[config.mk]
export PLATFORM = sky130hd
export DESIGN_NAME = ecc_apb_master_flat
export DESIGN_NICKNAME = d
export VERILOG_FILES = /design/src/rtl/ecc_apb_master_if.sv /design/src/rtl/ecc_apb_master.sv /design/src/flat_wrapper.sv
export SDC_FILE = /design/constraint.sdc
export NUM_CORES = 1
export LEC_CHECK = 0
export CAP_MARGIN = 30
export CORE_ASPECT_RATIO = 1.25
export CORE_MARGIN = 1
export CORE_UTILIZATION = 36
export DETAILED_ROUTE_END_ITERATION = 6
export PLACE_DENSITY = 0.69
export SKIP_CTS_REPAIR_TIMING = 1
export SYNTH_ARGS = -nofsm -noshare
export SYNTH_HDL_FRONTEND = slang
export SYNTH_SLANG_ARGS = --single-unit
export TNS_END_PERCENT = 5
[constraint.sdc]
create_clock -name clk -period 3.75 [get_ports clk]
set_clock_uncertainty 0.2 [all_clocks]
set_input_delay 0.75 -clock clk [delete_from_list [all_inputs] [get_ports clk]]
set_output_delay 0.75 -clock clk [all_outputs]
set_load 0.01 [all_outputs]
[src/rtl/ecc_apb_master_if.sv]
// Bundle of the job command port, APB write bus, ECC completion inputs and response port
// that connects ecc_apb_master to its environment.
interface ecc_apb_master_if #(
   parameter int DATA_WIDTH      = 32,
   parameter int AMBA_ADDR_WIDTH = 20,
   parameter int AMBA_WORD       = 32
);
   logic                       cmd_valid;
   logic                       cmd_ready;
   logic [1:0]                 cmd_op;
   logic [1:0]                 cmd_width;
   logic [AMBA_WORD-1:0]       cmd_data;
   logic [AMBA_WORD-1:0]       cmd_noise;
   logic [AMBA_ADDR_WIDTH-1:0] PADDR;
   logic [AMBA_WORD-1:0]       PWDATA;
   logic                       PENABLE;
   logic                       PSEL;
   logic                       PWRITE;
   logic                       operation_done;
   logic [DATA_WIDTH-1:0]      data_out;
   logic [1:0]                 num_of_errors;
   logic                       rsp_valid;
   logic                       rsp_ready;
   logic [DATA_WIDTH-1:0]      rsp_data;
   logic [1:0]                 rsp_errors;
   logic                       rsp_timeout;

   modport master (
      input  cmd_valid, cmd_op, cmd_width, cmd_data, cmd_noise,
      input  operation_done, data_out, num_of_errors, rsp_ready,
      output cmd_ready, PADDR, PWDATA, PENABLE, PSEL, PWRITE,
      output rsp_valid, rsp_data, rsp_errors, rsp_timeout
   );

   modport slave (
      output cmd_valid, cmd_op, cmd_width, cmd_data, cmd_noise,
      output operation_done, data_out, num_of_errors, rsp_ready,
      input  cmd_ready, PADDR, PWDATA, PENABLE, PSEL, PWRITE,
      input  rsp_valid, rsp_data, rsp_errors, rsp_timeout
   );
endinterface

[src/rtl/ecc_apb_master.sv]
// Sequences one ECC job: APB writes DATA_IN, CODEWORD_WIDTH, NOISE, CTRL, waits for completion,
// returns the result. Define ECC_APB_MASTER_TIMEOUT_EN to add the WAIT_DONE watchdog.
module ecc_apb_master #(
   parameter int DATA_WIDTH      = 32,
   parameter int AMBA_ADDR_WIDTH = 20,
   parameter int AMBA_WORD       = 32,
   parameter int TIMEOUT_CYCLES  = 64
) (
   input logic             clk,
   input logic             rst,
   ecc_apb_master_if.master bus
);
   typedef enum logic [2:0] {IDLE, SETUP, ACCESS, WAIT_DONE, RESP} state_t;

   state_t                     state_q, state_d;
   logic [1:0]                 idx_q, idx_d;
   logic [1:0]                 op_q, op_d, width_q, width_d;
   logic [AMBA_WORD-1:0]       data_q, data_d, noise_q, noise_d;
   logic                       cmd_ready_q, cmd_ready_d;
   logic                       psel_q, psel_d, penable_q, penable_d, pwrite_q, pwrite_d;
   logic [AMBA_ADDR_WIDTH-1:0] paddr_q, paddr_d;
   logic [AMBA_WORD-1:0]       pwdata_q, pwdata_d;
   logic                       rsp_valid_q, rsp_valid_d;
   logic [DATA_WIDTH-1:0]      rsp_data_q, rsp_data_d;
   logic [1:0]                 rsp_errors_q, rsp_errors_d;

`ifdef ECC_APB_MASTER_TIMEOUT_EN
   localparam int CNT_W = ($clog2(TIMEOUT_CYCLES + 1) > 8) ? $clog2(TIMEOUT_CYCLES + 1) : 8;
   logic [CNT_W-1:0] cnt_q, cnt_d;
   logic             rsp_timeout_q, rsp_timeout_d;
   assign bus.rsp_timeout = rsp_timeout_q;
`else
   logic unused_timeout_cfg;
   assign unused_timeout_cfg = (TIMEOUT_CYCLES != 0);
   assign bus.rsp_timeout    = 1'b0;
`endif

   always_comb begin
      state_d      = state_q;
      idx_d        = idx_q;
      op_d         = op_q;
      width_d      = width_q;
      data_d       = data_q;
      noise_d      = noise_q;
      rsp_data_d   = rsp_data_q;
      rsp_errors_d = rsp_errors_q;
`ifdef ECC_APB_MASTER_TIMEOUT_EN
      cnt_d         = cnt_q;
      rsp_timeout_d = rsp_timeout_q;
`endif
      case (state_q)
         IDLE: if (bus.cmd_valid) begin
            op_d    = bus.cmd_op;
            width_d = bus.cmd_width;
            data_d  = bus.cmd_data;
            noise_d = bus.cmd_noise;
            idx_d   = 2'd0;
            state_d = SETUP;
         end
         SETUP: state_d = ACCESS;
         ACCESS: if (idx_q != 2'd3) begin
            idx_d   = idx_q + 2'd1;
            state_d = SETUP;
         end else begin
            state_d = WAIT_DONE;
`ifdef ECC_APB_MASTER_TIMEOUT_EN
            cnt_d   = '0;
`endif
         end
         WAIT_DONE: if (bus.operation_done) begin
            rsp_data_d   = bus.data_out;
            rsp_errors_d = bus.num_of_errors;
`ifdef ECC_APB_MASTER_TIMEOUT_EN
            rsp_timeout_d = 1'b0;
`endif
            state_d      = RESP;
         end
`ifdef ECC_APB_MASTER_TIMEOUT_EN
         else if (cnt_q == CNT_W'(TIMEOUT_CYCLES - 1)) begin
            rsp_data_d    = '0;
            rsp_errors_d  = 2'd0;
            rsp_timeout_d = 1'b1;
            state_d       = RESP;
         end else begin
            cnt_d = cnt_q + CNT_W'(1);
         end
`endif
         RESP: if (bus.rsp_ready) begin
`ifdef ECC_APB_MASTER_TIMEOUT_EN
            rsp_timeout_d = 1'b0;
`endif
            state_d = IDLE;
         end
         default: state_d = IDLE;
      endcase

      // Outputs are registered, so they are decoded from the state being entered
      cmd_ready_d = (state_d == IDLE);
      psel_d      = (state_d == SETUP) || (state_d == ACCESS);
      penable_d   = (state_d == ACCESS);
      pwrite_d    = psel_d;
      rsp_valid_d = (state_d == RESP);
      paddr_d     = '0;
      pwdata_d    = '0;
      if (psel_d) begin
         case (idx_d)
            2'd0:    begin paddr_d = AMBA_ADDR_WIDTH'(4);  pwdata_d = data_d;              end
            2'd1:    begin paddr_d = AMBA_ADDR_WIDTH'(8);  pwdata_d = AMBA_WORD'(width_d); end
            2'd2:    begin paddr_d = AMBA_ADDR_WIDTH'(12); pwdata_d = noise_d;             end
            default: begin paddr_d = AMBA_ADDR_WIDTH'(0);  pwdata_d = AMBA_WORD'(op_d);    end
         endcase
      end
   end

   always_ff @(posedge clk) begin
      if (rst) begin
         state_q      <= IDLE;
         idx_q        <= 2'd0;
         cmd_ready_q  <= 1'b1;
         psel_q       <= 1'b0;
         penable_q    <= 1'b0;
         pwrite_q     <= 1'b0;
         paddr_q      <= '0;
         pwdata_q     <= '0;
         rsp_valid_q  <= 1'b0;
         rsp_data_q   <= '0;
         rsp_errors_q <= 2'd0;
      end else begin
         state_q      <= state_d;
         idx_q        <= idx_d;
         cmd_ready_q  <= cmd_ready_d;
         psel_q       <= psel_d;
         penable_q    <= penable_d;
         pwrite_q     <= pwrite_d;
         paddr_q      <= paddr_d;
         pwdata_q     <= pwdata_d;
         rsp_valid_q  <= rsp_valid_d;
         rsp_data_q   <= rsp_data_d;
         rsp_errors_q <= rsp_errors_d;
      end
   end

   // Captured command is only read after acceptance, so it needs no reset
   always_ff @(posedge clk) begin
      op_q    <= op_d;
      width_q <= width_d;
      data_q  <= data_d;
      noise_q <= noise_d;
   end

`ifdef ECC_APB_MASTER_TIMEOUT_EN
   always_ff @(posedge clk) begin
      if (rst) begin
         cnt_q         <= '0;
         rsp_timeout_q <= 1'b0;
      end else begin
         cnt_q         <= cnt_d;
         rsp_timeout_q <= rsp_timeout_d;
      end
   end
`endif

   assign bus.cmd_ready  = cmd_ready_q;
   assign bus.PSEL       = psel_q;
   assign bus.PENABLE    = penable_q;
   assign bus.PWRITE     = pwrite_q;
   assign bus.PADDR      = paddr_q;
   assign bus.PWDATA     = pwdata_q;
   assign bus.rsp_valid  = rsp_valid_q;
   assign bus.rsp_data   = rsp_data_q;
   assign bus.rsp_errors = rsp_errors_q;
endmodule

[src/flat_wrapper.sv]
// flat-port wrapper written by rule: the top's interface ports become plain ports
module ecc_apb_master_flat 
#(
   parameter int DATA_WIDTH      = 32,
   parameter int AMBA_ADDR_WIDTH = 20,
   parameter int AMBA_WORD       = 32,
   parameter int TIMEOUT_CYCLES  = 64
)
  (clk, rst, bus_cmd_valid, bus_cmd_op, bus_cmd_width, bus_cmd_data, bus_cmd_noise, bus_operation_done, bus_data_out, bus_num_of_errors, bus_rsp_ready, bus_cmd_ready, bus_PADDR, bus_PWDATA, bus_PENABLE, bus_PSEL, bus_PWRITE, bus_rsp_valid, bus_rsp_data, bus_rsp_errors, bus_rsp_timeout);
  ecc_apb_master_if #(.DATA_WIDTH(DATA_WIDTH), .AMBA_ADDR_WIDTH(AMBA_ADDR_WIDTH), .AMBA_WORD(AMBA_WORD)) bus_i ();
  input logic clk;
  input logic rst;
  input wire logic [$bits(bus_i.cmd_valid)-1:0] bus_cmd_valid;
  input wire logic [$bits(bus_i.cmd_op)-1:0] bus_cmd_op;
  input wire logic [$bits(bus_i.cmd_width)-1:0] bus_cmd_width;
  input wire logic [$bits(bus_i.cmd_data)-1:0] bus_cmd_data;
  input wire logic [$bits(bus_i.cmd_noise)-1:0] bus_cmd_noise;
  input wire logic [$bits(bus_i.operation_done)-1:0] bus_operation_done;
  input wire logic [$bits(bus_i.data_out)-1:0] bus_data_out;
  input wire logic [$bits(bus_i.num_of_errors)-1:0] bus_num_of_errors;
  input wire logic [$bits(bus_i.rsp_ready)-1:0] bus_rsp_ready;
  output wire logic [$bits(bus_i.cmd_ready)-1:0] bus_cmd_ready;
  output wire logic [$bits(bus_i.PADDR)-1:0] bus_PADDR;
  output wire logic [$bits(bus_i.PWDATA)-1:0] bus_PWDATA;
  output wire logic [$bits(bus_i.PENABLE)-1:0] bus_PENABLE;
  output wire logic [$bits(bus_i.PSEL)-1:0] bus_PSEL;
  output wire logic [$bits(bus_i.PWRITE)-1:0] bus_PWRITE;
  output wire logic [$bits(bus_i.rsp_valid)-1:0] bus_rsp_valid;
  output wire logic [$bits(bus_i.rsp_data)-1:0] bus_rsp_data;
  output wire logic [$bits(bus_i.rsp_errors)-1:0] bus_rsp_errors;
  output wire logic [$bits(bus_i.rsp_timeout)-1:0] bus_rsp_timeout;
  assign bus_i.cmd_valid = bus_cmd_valid;
  assign bus_i.cmd_op = bus_cmd_op;
  assign bus_i.cmd_width = bus_cmd_width;
  assign bus_i.cmd_data = bus_cmd_data;
  assign bus_i.cmd_noise = bus_cmd_noise;
  assign bus_i.operation_done = bus_operation_done;
  assign bus_i.data_out = bus_data_out;
  assign bus_i.num_of_errors = bus_num_of_errors;
  assign bus_i.rsp_ready = bus_rsp_ready;
  assign bus_cmd_ready = bus_i.cmd_ready;
  assign bus_PADDR = bus_i.PADDR;
  assign bus_PWDATA = bus_i.PWDATA;
  assign bus_PENABLE = bus_i.PENABLE;
  assign bus_PSEL = bus_i.PSEL;
  assign bus_PWRITE = bus_i.PWRITE;
  assign bus_rsp_valid = bus_i.rsp_valid;
  assign bus_rsp_data = bus_i.rsp_data;
  assign bus_rsp_errors = bus_i.rsp_errors;
  assign bus_rsp_timeout = bus_i.rsp_timeout;
  ecc_apb_master #(.DATA_WIDTH(DATA_WIDTH), .AMBA_ADDR_WIDTH(AMBA_ADDR_WIDTH), .AMBA_WORD(AMBA_WORD), .TIMEOUT_CYCLES(TIMEOUT_CYCLES)) u_core (.clk(clk), .rst(rst), .bus(bus_i));
endmodule
==> results list <==
- TritonCTS clock tree: yes
* Dominant synthesized flop cell: sky130_fd_sc_hd__dfxtp_1
- The average instance in the mapped netlist occupies 11.2 sq um.
- Top fanout value on the critical path: 68
- The pre-antenna-repair detailed-routing pass consisted of 4 iterations.
- Maximum number of pins on one net before global-route repair: 69
- Number of top-level pins: 199
* Critical Setup Path Class: input port to flop
* Number of storage elements in the synthesis netlist: 145
- Synthesis produced a netlist whose cell count is 475.
- Of all flip-flops after synthesis, the portion carrying an async set or reset was 0%.
- Walking the worst path, the cells encountered are clkdlybuf4s50_1 > nor4b_4 > buf_12 > mux2_2 > a222oi_1 > a211oi_1.
- The worst register-to-register path has a depth of 8.
* Effective utilization at floorplan: 36.8%
* Die X: 111 um
* Buffer cell driving the clock tree root: sky130_fd_sc_hd__clkbuf_16
- Most common library cell in the layout ignoring fill and taps: sky130_fd_sc_hd__clkdlybuf4s50_1
- Worst hold slack across all endpoints: 255 ps
* FF+latch area: 2900 sq um
* Startpoint of the worst register-to-register path: u_core.state_q[2]
- Sequential cells were found to cover 54.7% of the synthesized design area.
- The global routing stage identified its most utilized layer as met2.
* Layout net count: 758
* EDFF count, synth: 0
- For the pin with the worst max-slew slack, the measured transition is 592 ps.
- Proportion of layout cells with a drive suffix above 1: 21.7%
- Clock insertion delay at the later pin of the skew report: 410 ps
- Max-slew headroom: 60.5%
* Number of endpoints with negative hold slack in the final report: 0
* Total of max-cap violations: 0
* Static power due to leakage: 2.92 nW
* Via count of the first global-routing pass: 4,009
* Worst setup EP type: flop
- No sink is reached through more buffers than the 2 on the longest clock path.
* Setup TNS after final layout: 0 ps
- Final setup viols: 0
- In the global route stage, overall resource usage came out at 16.9%.
* Cts bufs inserted: 17
* Largest stage delay on the critical path: 550 ps
- Pwr dens: 531 nW/um^2
- Routed length per placed instance: 15.0 um
- Critical path startpoint category: input port
- After the first detailed-routing iteration, the DRC count stood at 161.
- Finished Cell Area: 7770 sq um
- After clock tree synthesis, the clock-pin slew on the worst setup and hold paths is 60 ps.
- Synthesis instantiated 33 different standard cells from the library.
- The routed layout has 3,945 vias.
- At the end of routability-driven placement, the weighted congestion stood at 0.713.
* Fraction of the cycle the final worst path needs: 72.5%
- Port buffering added 179 buffers.
* Overall power of the completed layout: 0.00413 W
* Worst reg2reg endpoint: u_core.bus.PWDATA[22]
- Core occupancy in the finished layout: 53.9%
* WHS Endpoint: u_core.bus.rsp_data[3]
* Maximum ir drop on the vdd rail: 0.000385 V
- First-pass GRT wire length: 20,200 um
* Area of the multi-input gates: 2130 sq um
- Critical path data arrival time: 2790 ps
- For this run the aggregate overflow at the end of global routing stands at 0.
- Core box area: 14,400 sq um
- For this run, global-route usage on met3 was measured as 6.86%.
- Unrepaired setup endpoints after global routing: no
- Type of the tightest min-delay check: flop to flop
- The number of antenna violations at the first check in global routing came to 0.
- Hold Path Depth: 2
* Aggregate routed wire length: 12,600 um
- Relative area change from synthesis to final layout: 46.5%
* CP required: 3820 ps
- Global routing consumed, on the met2 layer, 29.2% of the routing resources.
- Antenna cells: 0
* Half-perimeter wire length after detailed placement: 8720 um
- Slowest cell on crit path: sky130_fd_sc_hd__clkdlybuf4s50_1
- The routed design could run at a clock period as short as 2720 ps.
* Synth warnings: 0
- Result of the run: finished, final reports clean
- Post-route DRC: 0
* Placed inst area: 7160 sq um
* Start point of the worst min-delay path: u_core.bus.rsp_data[3]
- In this run the register-to-register setup slack is 1120 ps.
- The top cell types in the final layout, fill and taps aside, are sky130_fd_sc_hd__clkdlybuf4s50_1 (179), sky130_fd_sc_hd__dfxtp_1 (145), sky130_fd_sc_hd__nand2_1 (70), sky130_fd_sc_hd__mux2_2 (68), sky130_fd_sc_hd__a21oi_1 (36).
- Global routing used 18.7% of the available met1 tracks.
* Layout filler cell count: 1,309
* Number of H-tree levels: 4
- Number of standard-cell rows in the floorplan: 49
- Vias per cell: 4.71
- CTS saw 145 sinks.
- Height of the die: 138 um
- The detail route stage leaves a number of antenna-violating nets equal to 0.
- Mapped cell area: 5300 sq um
* Upper clock frequency limit: 368 MHz
- Pins Over Slew Limit: 0
* Area of the die: 15,200 sq um
-- per-stage QoR --
stage	worst slack [ps]	instances
2_1_floorplan	1430	493
3_3_place_gp	625	806
3_5_place_dp	591	806
4_1_cts	1040	838
5_1_grt	920	838
6_report	1030	838
-- power by group --
| group | total [W] | internal, W | switching (W) |
|---|---|---|---|
| registers | 0.00177 | 0.00172 | 0.0000502 |
| clock network | 0.00174 | 0.00102 | 0.000721 |
| logic | 0.000613 | 0.000361 | 0.000251 |
| total | 0.00413 | 0.00310 | 0.00102 |
-- synthesized netlist by cell type (2+ instances only) --
cell type,count,area [sq um]
sky130_fd_sc_hd__dfxtp_1,145,2900
sky130_fd_sc_hd__nand2_1,70,263
sky130_fd_sc_hd__mux2_2,68,766
sky130_fd_sc_hd__a21oi_1,36,180
sky130_fd_sc_hd__a22oi_1,31,233
sky130_fd_sc_hd__nor3_2,27,270
sky130_fd_sc_hd__buf_4,24,180
sky130_fd_sc_hd__clkbuf_1,20,75.1
sky130_fd_sc_hd__nor2_1,7,26.3
sky130_fd_sc_hd__buf_2,5,25.0
sky130_fd_sc_hd__nor3_1,5,25.0
sky130_fd_sc_hd__buf_6,4,45.0
sky130_fd_sc_hd__ha_1,4,50.1
sky130_fd_sc_hd__inv_1,4,15.0
sky130_fd_sc_hd__a211oi_1,2,15.0
sky130_fd_sc_hd__a21o_1,2,15.0
sky130_fd_sc_hd__a222oi_1,2,20.0
sky130_fd_sc_hd__nand4b_1,2,17.5
sky130_fd_sc_hd__nor2b_1,2,12.5
sky130_fd_sc_hd__o21bai_1,2,15.0
-- per-layer routing --
layer	part of all wire (%)	vias up	routed length [um]
met4	1.2	0	150
met2	48	162	6100
li1	-	1948	-
met1	42	1823	5240
met5	0	-	0
met3	8.8	12	1110
-- critical path, delay by kind of cell --
kind | cells | cell delay (ps)
buf+inv | 2 | 910
compound gates | 2 | 450
mux | 1 | 390
simple gates | 1 | 270
-- logic make-up (layout without fill, tap and decap cells) --
| logic type | after synthesis | after routing | synth area share, % |
|---|---|---|---|
| AOI/OAI and AO/OA | 81 | 81 | 10.6 |
| muxes | 68 | 68 | 14.4 |
| buffers and inverters | 57 | 224 | 6.42 |
| and+or+nand+nor | 119 | 119 | 12.8 |
| adders and majority gates | 4 | 4 | 0.944 |
| DFF | 145 | 145 | 54.7 |
| other | 1 | 19 | 0.0707 |
-- worst max path at each step --
stage | from | endpoint | slack (ps) | cells past startpoint
2_1_floorplan | bus_cmd_valid | u_core.bus.PWDATA[12] | 1430 | 6
3_3_place_gp | bus_cmd_valid | u_core.bus.PWDATA[1] | 630 | 6
3_5_place_dp | bus_cmd_valid | u_core.bus.PWDATA[1] | 590 | 6
4_1_cts | bus_cmd_valid | u_core.bus.PWDATA[1] | 1040 | 6
5_1_grt | bus_cmd_valid | u_core.bus.PWDATA[0] | 920 | 6
6_report | bus_cmd_valid | u_core.bus.PWDATA[1] | 1030 | 6
-- area by class of cell --
cell class | instances | share of cell area, %
tap | 178 | 2.87
timing repair buffer | 188 | 24.2
inverter | 4 | 0.193
clock inverter | 15 | 2.46
clock buffer | 17 | 5.47
multi-input combinational | 291 | 27.4
sequential | 145 | 37.3
-- flip-flops by register name, indices dropped and copies added (netlist names) --
signal and flops:
u_core.bus.PWDATA 32, u_core.bus.rsp_data 32, u_core.data_q 32, u_core.noise_q 32, u_core.state_q 3, u_core.bus.PADDR 2, u_core.bus.rsp_errors 2, u_core.idx_q 2
u_core.op_q 2, u_core.width_q 2, u_core.bus.PENABLE 1, u_core.bus.PSEL 1, u_core.bus.cmd_ready 1, u_core.bus.rsp_valid 1
(Power assumes the default switching activity.)
